`config.mk`:
```
export PLATFORM = sky130hd
export DESIGN_NAME = fetch_queue
export DESIGN_NICKNAME = d
export VERILOG_FILES = /design/src/rtl/fetch_pkg.sv /design/src/rtl/fetch_fifo.sv /design/src/rtl/fetch_queue.sv
export SDC_FILE = /design/constraint.sdc
export NUM_CORES = 1
export LEC_CHECK = 0
export CORE_ASPECT_RATIO = 1.2
export CORE_MARGIN = 2
export CORE_UTILIZATION = 35
export CTS_CLUSTER_DIAMETER = 60
export CTS_CLUSTER_SIZE = 12
export DETAILED_ROUTE_END_ITERATION = 8
export GPL_TIMING_DRIVEN = 0
export REMOVE_ABC_BUFFERS = 1
export SLEW_MARGIN = 20
export SYNTH_ARGS = -nofsm -noshare
export SYNTH_HDL_FRONTEND = slang
export SYNTH_HIERARCHICAL = 1
export SYNTH_SLANG_ARGS = --single-unit
```
`constraint.sdc`:
```
create_clock -name CLK -period 10.2 [get_ports CLK]
set_input_delay 2.04 -clock CLK [delete_from_list [all_inputs] [get_ports CLK]]
set_output_delay 2.04 -clock CLK [all_outputs]
set_load 0.02 [all_outputs]
```
`src/rtl/fetch_pkg.sv`:
```
// Shared types and constants for the instruction-fetch front end.
package fetch_pkg;

    localparam int INST_W = 32;
    localparam int ADDR_W = 32;

    localparam logic [INST_W-1:0] HALT_INST = 32'hFFFF_FFFF;
    localparam logic [ADDR_W-1:0] PC_STEP   = 32'd4;

    // One queued fetch: the instruction word and the address of the next one.
    typedef struct packed {
        logic [INST_W-1:0] inst;
        logic [ADDR_W-1:0] pcplus4;
    } fetch_entry_t;

    // Byte address with the low two bits cleared (instructions are word aligned).
    function automatic logic [ADDR_W-1:0] align_word(input logic [ADDR_W-1:0] addr);
        return {addr[ADDR_W-1:2], 2'b00};
    endfunction

endpackage

```
`src/rtl/fetch_fifo.sv`:
```
// Synchronous FIFO of fetch entries with a flush that wins over push and pop.
module fetch_fifo
    import fetch_pkg::*;
#(
    parameter int DEPTH = 4
) (
    input  logic                     CLK,
    input  logic                     RESET,
    input  logic                     i_push,
    input  logic                     i_pop,
    input  logic                     i_flush,
    input  fetch_entry_t             i_wdata,
    output fetch_entry_t             o_rdata,
    output logic                     o_full,
    output logic                     o_empty,
    output logic [$clog2(DEPTH):0]   o_count
);

    localparam int PTR_W = $clog2(DEPTH);

    fetch_entry_t       r_mem [DEPTH];
    logic [PTR_W-1:0]   r_wr_ptr;
    logic [PTR_W-1:0]   r_rd_ptr;
    logic [PTR_W:0]     r_count;

    logic               w_do_push;
    logic               w_do_pop;

    assign o_full    = (r_count == (PTR_W+1)'(DEPTH));
    assign o_empty   = (r_count == '0);
    assign o_count   = r_count;
    assign o_rdata   = r_mem[r_rd_ptr];

    // A full FIFO accepts a push only when the head leaves in the same cycle.
    assign w_do_push = i_push & (~o_full | i_pop);
    assign w_do_pop  = i_pop & ~o_empty;

    // Entry storage: written on accepted pushes only.
    // NOTE: the storage array has no reset; entries beyond the valid count are never observed.
    always_ff @(posedge CLK) begin
        if (w_do_push && !i_flush) begin
            r_mem[r_wr_ptr] <= i_wdata;
        end
    end

    // Pointer and count bookkeeping; flush behaves like a reset.
    // NOTE: sequential state uses non-blocking assignments so every flop sees pre-edge values.
    always_ff @(posedge CLK) begin
        if (RESET || i_flush) begin
            r_wr_ptr <= '0;
            r_rd_ptr <= '0;
            r_count  <= '0;
        end else begin
            // Power-of-two depth lets the pointers wrap naturally.
            if (w_do_push) r_wr_ptr <= r_wr_ptr + 1'b1;
            if (w_do_pop)  r_rd_ptr <= r_rd_ptr + 1'b1;
            case ({w_do_push, w_do_pop})
                2'b10:   r_count <= r_count + 1'b1;
                2'b01:   r_count <= r_count - 1'b1;
                default: r_count <= r_count;
            endcase
        end
    end

endmodule

```
`src/rtl/fetch_queue.sv`:
```
// Fetch front end: owns the PC, detects the halt word and arbitrates
// redirects against sequential fetch pushes into a small FIFO.
module fetch_queue
    import fetch_pkg::*;
#(
    parameter int                DEPTH    = 4,
    parameter logic [ADDR_W-1:0] RESET_PC = 32'h0000_0000
) (
    input  logic                   CLK,
    input  logic                   RESET,
    input  logic                   ENABLE,
    input  logic                   redirect_valid,
    input  logic [ADDR_W-1:0]      redirect_pc,
    output logic [ADDR_W-1:0]      fetch_addr,
    input  logic [INST_W-1:0]      imem_data,
    output logic                   out_valid,
    input  logic                   out_ready,
    output logic [INST_W-1:0]      out_inst,
    output logic [ADDR_W-1:0]      out_pcplus4,
    output logic                   halted,
    output logic [$clog2(DEPTH):0] occupancy
);

    logic [ADDR_W-1:0] r_pc;
    logic              r_halted;

    logic              w_full;
    logic              w_empty;
    logic              w_pop;
    logic              w_push;
    logic [ADDR_W-1:0] w_pcplus4;
    fetch_entry_t      w_wdata;
    fetch_entry_t      w_head;

    assign w_pcplus4  = r_pc + PC_STEP;
    assign w_wdata    = '{inst: imem_data, pcplus4: w_pcplus4};
    assign fetch_addr = r_pc >> 2;
    assign out_valid  = ~w_empty;
    assign halted     = r_halted;

    assign w_pop  = out_valid & out_ready;
    assign w_push = ENABLE & ~r_halted & ~redirect_valid & (~w_full | w_pop);

    fetch_fifo #(
        .DEPTH   (DEPTH)
    ) u_fifo (
        .CLK     (CLK),
        .RESET   (RESET),
        .i_push  (w_push),
        .i_pop   (w_pop),
        .i_flush (redirect_valid),
        .i_wdata (w_wdata),
        .o_rdata (w_head),
        .o_full  (w_full),
        .o_empty (w_empty),
        .o_count (occupancy)
    );

    // Head presentation: zeros when the queue is empty so stale entries never leak.
    // NOTE: outputs get defaults first so no path leaves them unassigned (no latch).
    always_comb begin
        out_inst    = '0;
        out_pcplus4 = '0;
        if (!w_empty) begin
            out_inst    = w_head.inst;
            out_pcplus4 = w_head.pcplus4;
        end
    end

    // PC and halt state: reset, then redirect, then sequential advance on push.
    always_ff @(posedge CLK) begin
        if (RESET) begin
            r_pc     <= RESET_PC;
            r_halted <= 1'b0;
        end else if (redirect_valid) begin
            r_pc     <= align_word(redirect_pc);
            r_halted <= 1'b0;
        end else if (w_push) begin
            r_pc <= w_pcplus4;
            // The halt word itself is queued; fetching stops after it.
            if (imem_data == HALT_INST) begin
                r_halted <= 1'b1;
            end
        end
    end

endmodule

```
# --- Word level (Yosys, flattened, before mapping) ---
# Memories as Yosys holds them, arrays and structs flattened. A register that Yosys moved wholly into a read port is not among the register bits.
# Cells that the tools add are included.
word_totals:
  ff_bits: 40
  latchBits: 0
  ramBits: 256
  romBits: 0
  input_bits: 69
  out_inout_bits: 101
  wordCells: 44
  n_memories: 1
op_classes:
  n_addsub: 5
  n_mul: 0
  n_div: 0
  magnitude_cmp: 0
  n_eq_ne: 4
  shift: 0
  mux: 9
  bitwise: 11
  n_reduce_logical: 8
memory_table:
  columns: ["memory", "words", "word_bits", "rd", "rd_ports_with_merged_regs", "write_ports", "line", "rtl"]
  rows:
  - ["u_fifo.r_mem", 4, 64, 1, 1, 1, "fetch_fifo.sv:21", "fetch_entry_t r_mem [DEPTH];"]
op_table:
  columns: ["operator", "n"]
  rows:
  - ["$mux 32", 4]
  - ["$add 32x3->32 const B", 1]
  - ["$eq 32x32->1 const B", 1]
  - ["$and 1x1->1", 6]
  - ["$pmux 3 s2", 1]
  - ["$add 2x1->2 const B", 2]
  - ["$mux 2", 2]
  - ["$not 1->1", 4]
  - ["$reduce_bool 2->1", 2]
  - ["$add 3x1->3 const B", 1]
  - ["$eq 3x3->1 const B", 1]
  - ["$logic_not 3->1", 1]
  - ["$sub 3x1->3 const B", 1]
  - ["$eq 2x1->1 const B", 1]
  - ["$eq 2x2->1 const B", 1]
  - ["$mux 1", 2]
  - ["$reduce_and 2->1", 1]
  - ["$reduce_or 2->1", 1]
  - ["$logic_and 1x1->1", 1]
  - ["$logic_not 1->1", 1]
  - ["$logic_or 1x1->1", 1]
  - ["$or 1x1->1", 1]

# --- Longest topological paths before layout ---
# Gate-level depths: netlist (run 1).
logic_depth:
  ltp_word: 9
  mapped_depth: 12
  depth_no_buf: 11

# --- Cells and area by module ---
# Netlist (run 1), hierarchy kept.
modules_own_cells:
  columns: ["mod", "n_inst", "cells_each", "area_each_um2", "seq_area_each_um2"]
  rows:
  - ["fetch_fifo", 1, 388, 9714.3, 7867.5]
  - ["fetch_queue", 1, 372, 2750.1, 620.6]

# --- Least setup slack after synthesis (run 1) ---
# Ideal clock, no wire load.
synth_timing:
  path_type: "input to register"
  from: "input port out_ready"
  to: "memory u_fifo/r_mem[1][0] (netlist name) (enable)"
  setup_time_ps: 578
  t_arrival_ps: 7574
  required_ps: 9622
  path_slack_ps: 2048
  path_stages: 6
  n_path_buf: 1
  path_cell_list: "nand2b_1 a21o_1 clkbuf_1 nor2_1 o41ai_4 nor3b_1"
synth_between:
  elab_chain_len: 7
synth_lines:
  columns: ["item", "line", "rtl"]
  rows:
  - ["start, declared", "fetch_queue.sv:17", "input logic out_ready,"]
  - ["$and 1x1->1", "fetch_queue.sv:41", "assign w_pop = out_valid & out_ready;"]
  - ["$or 1x1->1", "fetch_queue.sv:42", "assign w_push = ENABLE & ~r_halted & ~redirect_valid & (~w_full | w_pop);"]
  - ["$and 1x1->1", "fetch_queue.sv:42", null]
  - ["net w_push", "fetch_queue.sv:30", "logic w_push;"]
  - ["$and 1x1->1", "fetch_fifo.sv:35", "assign w_do_push = i_push & (~o_full | i_pop);"]
  - ["$logic_and 1x1->1", "fetch_fifo.sv:41", "if (w_do_push && !i_flush) begin"]
  - ["$mux 1", "fetch_fifo.sv:41", null]
  - ["$mux 1 (implied by the code)", "fetch_fifo.sv:42", "r_mem[r_wr_ptr] <= i_wdata;"]
  - ["end, declared", "fetch_fifo.sv:21", null]
# The timed path passes the listed nets, and every way through them passes these cells.

==> impl_metrics.csv, run 1 <==
group,metric,value,unit
clock_tree,cts_tree,"done",
drt,wirelength,29.0,mm
sta,tightest_slew,798,ps
synthesis,ys_async_sr_fraction,0,%
worst_setup_path,path_class,"register to output port",
worst_setup_path,timing.critical_path.required,8160,ps
worst_setup_path,endpoint_kind,"output port",
floorplanning,num_rows,75,
pwr,internal-power,1.99,mW
floorplanning,die-area,37100,um2
sta,setup_viol,0,
synthesis,synth-edff-count,256,
global_routing,grt_max_degree,41,
synthesis,synth_top_area_share,61.7,%
floorplanning,ios,170,
placed_design,dpl.cell_count,1398,
synthesis,muxShareOfSynthArea,12.0,%
sta,fmax,195,MHz
worst_setup_path,start_kind,"register",
flow_run,drv_cap,0,
pwr,p_clk_share,40.2,%
synthesis,ys_seq_area_share,68.1,%
synthesis,avgSynthCellArea,16.4,um2
synthesis,ys.flop_type,"edfxtp_1",
global_routing,overflow,0,
worst_setup_path,crit_fanout,29,
drt,vias_per_cell,4.93,
pwr,vdd_drop_max,0.111,mV
synthesis,synth_area_leaders,"edfxtp_1 (62%), mux4_2 (12%), dfxtp_1 (6.4%)",
sta,slew_headroom,46.3,%
synthesis,synth_xor_area_share,3.16,%
final_layout,diodes,0,
sta,hold_viol,0,
pwr,leakage,5.13,nW
placed_design,place_congestion,0.769,
floorplanning,start_util,35.6,%
clock_tree,clk_latency,570,ps
placed_design,post-place-ws,4590,ps
clock_tree,cts-buffers-inserted,30,
sta,slew_violations,0,
worst_setup_path,worstReg2RegEnd,"u_fifo/r_mem[0][42]",
synthesis,yosys.area.top_type,"edfxtp_1",
floorplanning,core,35000,um2
floorplanning,chipWidth,176,um
sta,fin_tns_setup,0,ps
sta,finalClockSkew,29.2,ps
pwr,power_frac_comb,6.5,%
drt,first_pass_iters,4,
sta,finalCritPeriodShare,50.2,%
global_routing,antenna_found_initial,0,
synthesis,synth_top_family_by_area,"multiplexers",
drt,wl_per_cell,19.9,um
global_routing,grt_pass1_vias,7576,
drt,drc,0,
synthesis,synth_simple_gate_area_share,10.1,%
pwr,swShare,21.8,%
synthesis,syn_inst,760,
clock_tree,postCtsSetupBuffers,0,
final_layout,stdcell_area,15900,um2
synthesis,yosys_register_bits,296,
synthesis,synth_compound_area_share,3.58,%
drt,vias,7174,
worst_hold_path,hold_path.startpoint,"u_fifo/r_rd_ptr[1]",
clock_tree,clk_pin_slew,60,ps
placed_design,dpl.hpwl,20.1,mm
clock_tree,h-tree-depth,1,
worst_hold_path,holdPathStages,2,
global_routing,grt_pass1_wl,44.9,mm
pwr,p_per_area,160,nW/um2
drt,ant_nets,0,
synthesis,yosysUniqueCellTypes,55,
final_layout,area_growth,27.9,%
worst_setup_path,crit_arrival,3080,ps
worst_setup_path,ff2ff_setup_slack,6340,ps
synthesis,netlist_area,12500,um2
global_routing,grt.total_usage,15.9,%
placed_design,postPlaceCellArea,15000,um2
worst_setup_path,timing.rr.start,"u_fifo/o_count[0]",
final_layout,finalNonFillerCells,1454,
pwr,switchingPower,555,uW
sta,rsz0062_at_grt,"no",
run_status,status,"completed",
clock_tree,hold_buffers,0,
synthesis,synthAdderAreaFrac,0.763,%
worst_hold_path,min-delay-path-class,"register to register",
final_layout,fin_nets,1044,
placed_design,io_buffers,165,
synthesis,netlist_top_cells_count,"edfxtp_1 (256), nor2b_1 (66), mux4_2 (64)",
floorplanning,chipHeight,211,um
final_layout,postLayoutCoreUtil,45.5,%
synthesis,synth_warnings,6,
sta,fin_ws,5080,ps
pwr,seqPwrFrac,53.3,%
sta,post-route-min-period,5120,ps
clock_tree,clock-sinks,296,
clock_tree,clockBufferDepth,3,
drt,drtIter0Drc,444,
final_layout,layout-drive-gt1-share,17.2,%
clock_tree,root_buffer,"clkbuf_16",
synthesis,synth_most_common_cell,"edfxtp_1",
clock_tree,cts.repair.resized,0,
worst_setup_path,worstRegToRegCells,11,
==> how the worst max path moves through the flow <==
stage | endpoint | slack [ps] | startpoint
floorplan | u_fifo/r_mem[1][0] | 2050 | out_ready
global placement | u_fifo/r_mem[0][33] | -4030 | redirect_valid
detailed placement | u_fifo/r_mem[0][33] | 4590 | out_ready
CTS | out_pcplus4[11] | 4960 | register
global route | out_pcplus4[11] | 4850 | register
finish | out_pcplus4[11] | 5080 | register
==> cell families after synthesis <==
kind of cell,count (synthesis)
compound gates,64
xor+xnor,45
fa+ha+maj,7
buf+inv,67
flops,296
mux,69
other cells,1
simple gates,211
==> critical path: stages (launching register included) <==
cell and delay (ps):
dfxtp_4 650, buf_12 250, buf_16 260, mux4_2 530, nor2b_1 140, clkdlybuf4s50_1 660
==> per-stage QoR <==
step | hold slack [ps] | power, mW
4_1_cts | 486 | 2.58
2_1_floorplan | 453 | 1.45
3_3_place_gp | 469 | 1.54
6_report | 485 | 2.54
3_5_place_dp | 469 | 1.55
5_1_grt | 512 | 2.64
==> registers in the layout, indices dropped and copies added, names as in the netlist, named ones only <==
signal,count
halted,1
r_pc,30
u_fifo/o_count,3
u_fifo/r_mem,256
u_fifo/r_rd_ptr,2
u_fifo/r_wr_ptr,2
==> layout by cell type, fill, tap and decap left out, drive strengths merged, types with 2 or more instances in the layout <==
cell type / instances
o21a: 11
xor2: 14
mux2i: 5
edfxtp: 256
nor2: 24
nor2b: 66
buf: 47
inv: 26
nand2: 28
nand4: 20
nand3: 27
ha: 6
o21ai: 9
nor3: 9
clkdlybuf4s50: 163
nor4: 7
a21oi: 21
a31o: 6
nand4b: 2
mux4: 64
xnor2: 31
nand2b: 2
a211oi: 3
dfxtp: 40
clkbuf: 52
conb: 10
or3: 6
clkinv: 2
nor3b: 6
and3: 6
a2111oi: 3
a311oi: 6
==> power groups by stage <==
| stage | Combinational [mW] | Sequential (mW) | Clock, mW |
|---|---|---|---|
| 2_1_floorplan | 0.0620 | 1.39 | 0 |
| 3_3_place_gp | 0.159 | 1.38 | 0 |
| 3_5_place_dp | 0.168 | 1.38 | 0 |
| 4_1_cts | 0.168 | 1.35 | 1.06 |
| 5_1_grt | 0.179 | 1.36 | 1.10 |
| 6_report | 0.166 | 1.35 | 1.02 |
==> per-layer routing <==
layer / up-vias / GRT usage [%] / part of all wire [%]
li1: 3349 / - / -
met1: 3624 / 20.7 / 43
met2: 168 / 27.5 / 51
met3: 33 / 2.29 / 4.5
met4: 0 / 4.53 / 1.9
met5: - / 0 / 0
==> cell type report <==
| class | count | area [um2] |
|---|---|---|
| clock inverter | 4 | 31.3 |
| inverter | 24 | 90.1 |
| tap | 462 | 578 |
| clock buffer | 52 | 866 |
| multi-input combinational | 406 | 3760 |
| fill | 3051 | 19100 |
| sequential | 296 | 8500 |
| timing repair buffer | 210 | 2120 |
Power figures use the tool's default switching activity.
==> run 2, diff against run 1 <==
clock period = 4.5 ns   (was 10.2 ns; I/O delays follow)
==> results of run 2 <==
Same layout as run 1 (identical final DEF). Status: completed.
Among the figures that moved: setup slack after placement 4590 ps -> 27.7 ps; setup slack after layout 5080 ps -> 518 ps; register-to-register setup slack 6340 ps -> 640 ps; total power 2.54 mW -> 5.77 mW; worst IR drop on VDD 0.111 mV -> 0.252 mV
==> run 3, diff against run 2 <==
CORE_UTILIZATION = 55   (was 35)
PLACE_DENSITY = 0.8   (was unset)
clock period = 4.4 ns   (was 4.5 ns; I/O delays follow)
==> run 3 against run 2 <==
Compared with the run above: sequential cell count is the same; clock power shrank 4%; wire length shrank 8.9%; non-clock buffer count shrank 2; largest power group unchanged.
==> impl_metrics.csv, run 3 (same netlist as run 1, synthesis figures left out) <==
group,metric,value,unit
pwr,internal-power,4.56,mW
placed_design,dpl.cell_count,1213,
pwr,power_frac_comb,6.6,%
floorplanning,start_util,55.7,%
sta,finalClockSkew,14.2,ps
worst_setup_path,ff2ff_setup_slack,700,ps
final_layout,nFillCells,1461,
worst_setup_path,worstRegToRegCells,10,
worst_setup_path,timing.rr.start,"u_fifo/o_count[0]",
clock_tree,clock-sinks,296,
drt,wirelength,26.4,mm
worst_setup_path,cp_num_cells,10,
worst_hold_path,hold_path.startpoint,"u_fifo/r_rd_ptr[1]",
clock_tree,clk_pin_slew,60,ps
floorplanning,ios,170,
floorplanning,num_rows,60,
pwr,total_power,5.75,mW
worst_setup_path,worstReg2RegEnd,"u_fifo/r_mem[2][43]",
pwr,swShare,20.7,%
final_layout,fin_nets,1040,
sta,rsz0062_at_grt,"no",
pwr,leakage,5.09,nW
drt,drtIter0Drc,453,
pwr,seqPwrFrac,54.6,%
drt,ant_nets,0,
clock_tree,cts.repair.resized,0,
placed_design,post-place-ws,72.2,ps
worst_setup_path,critical_path.max_stage_delay,580,ps
sta,fmax,266,MHz
global_routing,grt_max_degree,42,
sta,tightest_slew,776,ps
final_layout,largest_register_ffs,256,
final_layout,top_register,"u_fifo/r_mem",
final_layout,area_growth,25.6,%
worst_setup_path,crit_fanout,19,
clock_tree,root_buffer,"clkbuf_16",
worst_setup_path,crit_arrival,3990,ps
worst_setup_path,path_class,"input port to register",
flow_run,drv_cap,0,
placed_design,place_congestion,0.765,
global_routing,antenna_found_initial,0,
clock_tree,cts-buffers-inserted,28,
global_routing,grt.total_usage,22.3,%
worst_setup_path,slowest_stage,"nor3b_2",
floorplanning,chipWidth,141,um
floorplanning,core,22400,um2
run_status,status,"completed",
global_routing,overflow,0,
sta,setup_viol,0,
pwr,vdd_drop_max,0.270,mV
drt,wl_per_cell,20.9,um
sta,finalCritPeriodShare,85.3,%
final_layout,final_cell_mix,"edfxtp_1 (256), clkdlybuf4s50_1 (163), nor2b_1 (66)",
worst_setup_path,endpoint_kind,"register",
worst_setup_path,start_kind,"input port",
final_layout,diodes,0,
sta,hold_viol,0,
global_routing,grt_pass1_vias,7444,
clock_tree,postCtsSetupBuffers,0,
sta,slew_violations,0,
worst_hold_path,min-delay-path-class,"register to register",
placed_design,dpl.hpwl,18.3,mm
placed_design,io_buffers,165,
sta,post-route-min-period,3750,ps
final_layout,layout-drive-gt1-share,16.4,%
final_layout,finalNonFillerCells,1265,
sta,slew_headroom,48.1,%
pwr,p_per_area,368,nW/um2
pwr,p_clk_share,38.8,%
floorplanning,die-area,23900,um2
sta,whs,487,ps
drt,first_pass_iters,4,
clock_tree,cts_tree,"done",
worst_setup_path,cp_cell_sequence,"clkdlybuf4s50_1, nand2b_1, a21o_1, nor2_1, o41ai_4, nor3b_2, buf_4, buf_4, buf_4, buf_6",
final_layout,stdcell_area,15700,um2
clock_tree,h-tree-depth,1,
worst_setup_path,cp_common_cell,"buf_4",
clock_tree,clockBufferDepth,3,
drt,vias_per_cell,5.74,
worst_setup_path,crit_family,"buffers and inverters",
drt,vias,7258,
clock_tree,clk_latency,540,ps
final_layout,final_common_cell,"edfxtp_1",
global_routing,grt_pass1_wl,41.3,mm
sta,fin_ws,647,ps
worst_setup_path,cp.buffers_inverters,5,
worst_hold_path,holdPathStages,2,
pwr,switchingPower,1.19,mW
floorplanning,chipHeight,169,um
sta,fin_tns_setup,0,ps
placed_design,postPlaceCellArea,14800,um2
worst_setup_path,timing.critical_path.required,4640,ps
drt,drc,0,
clock_tree,hold_buffers,0,
final_layout,postLayoutCoreUtil,70.0,%
run 3: cell count changes in the layout (fill, tap and decap cells not counted), sizes merged:
cell    delta
clkinv     -2
buf        -2
clkbuf     -1
bufinv     +1
inv        -2
run 3: how the worst max path moves through the flow:
stage	startpoint	to	slack, ps
floorplan	u_fifo/o_count[0]	u_fifo/r_mem[1][0]	-2940
global placement	redirect_valid	u_fifo/r_mem[0][28]	-7610
detailed placement	ENABLE	u_fifo/r_mem[2][34]	70
CTS	ENABLE	u_fifo/r_mem[2][43]	640
global route	u_fifo/o_count[0]	u_fifo/r_mem[2][43]	510
finish	ENABLE	u_fifo/r_mem[2][43]	650
run 3: power by group through the flow:
stage / Sequential, mW / Clock [mW] / Combinational [mW]
2_1_floorplan: 3.22 / 0 / 0.144
3_3_place_gp: 3.21 / 0 / 0.358
3_5_place_dp: 3.20 / 0 / 0.379
4_1_cts: 3.14 / 2.28 / 0.382
5_1_grt: 3.14 / 2.39 / 0.408
6_report: 3.14 / 2.23 / 0.379
run 3: cell type report:
type / count / area [um2] / share of cell area, %
Clock buffer: 51 / 808 / 5.16
Multi-Input combinational cell: 406 / 3760 / 24.0
Clock inverter: 1 / 30.0 / 0.192
Inverter: 24 / 90.1 / 0.576
Timing Repair Buffer: 208 / 2120 / 13.5
Sequential cell: 296 / 8500 / 54.3
Tap cell: 279 / 349 / 2.23
run 3: worst reg2reg max path: stages, from the launching register on:
cell and delay, ps:
dfxtp_1 520, nor3_4 130, nand2b_1 290, a21o_1 480, nor2_1 340, o41ai_4 220, nor3b_2 580, buf_4 280
buf_4 200, buf_4 200, buf_6 170
run 3: routing by layer:
metal	vias to the layer above	track usage, %	wire [um]
li1	3333	-	-
met1	3608	29.4	10700
met2	262	38.8	13400
met3	55	3.22	1610
met4	0	6.78	717
met5	-	0	0
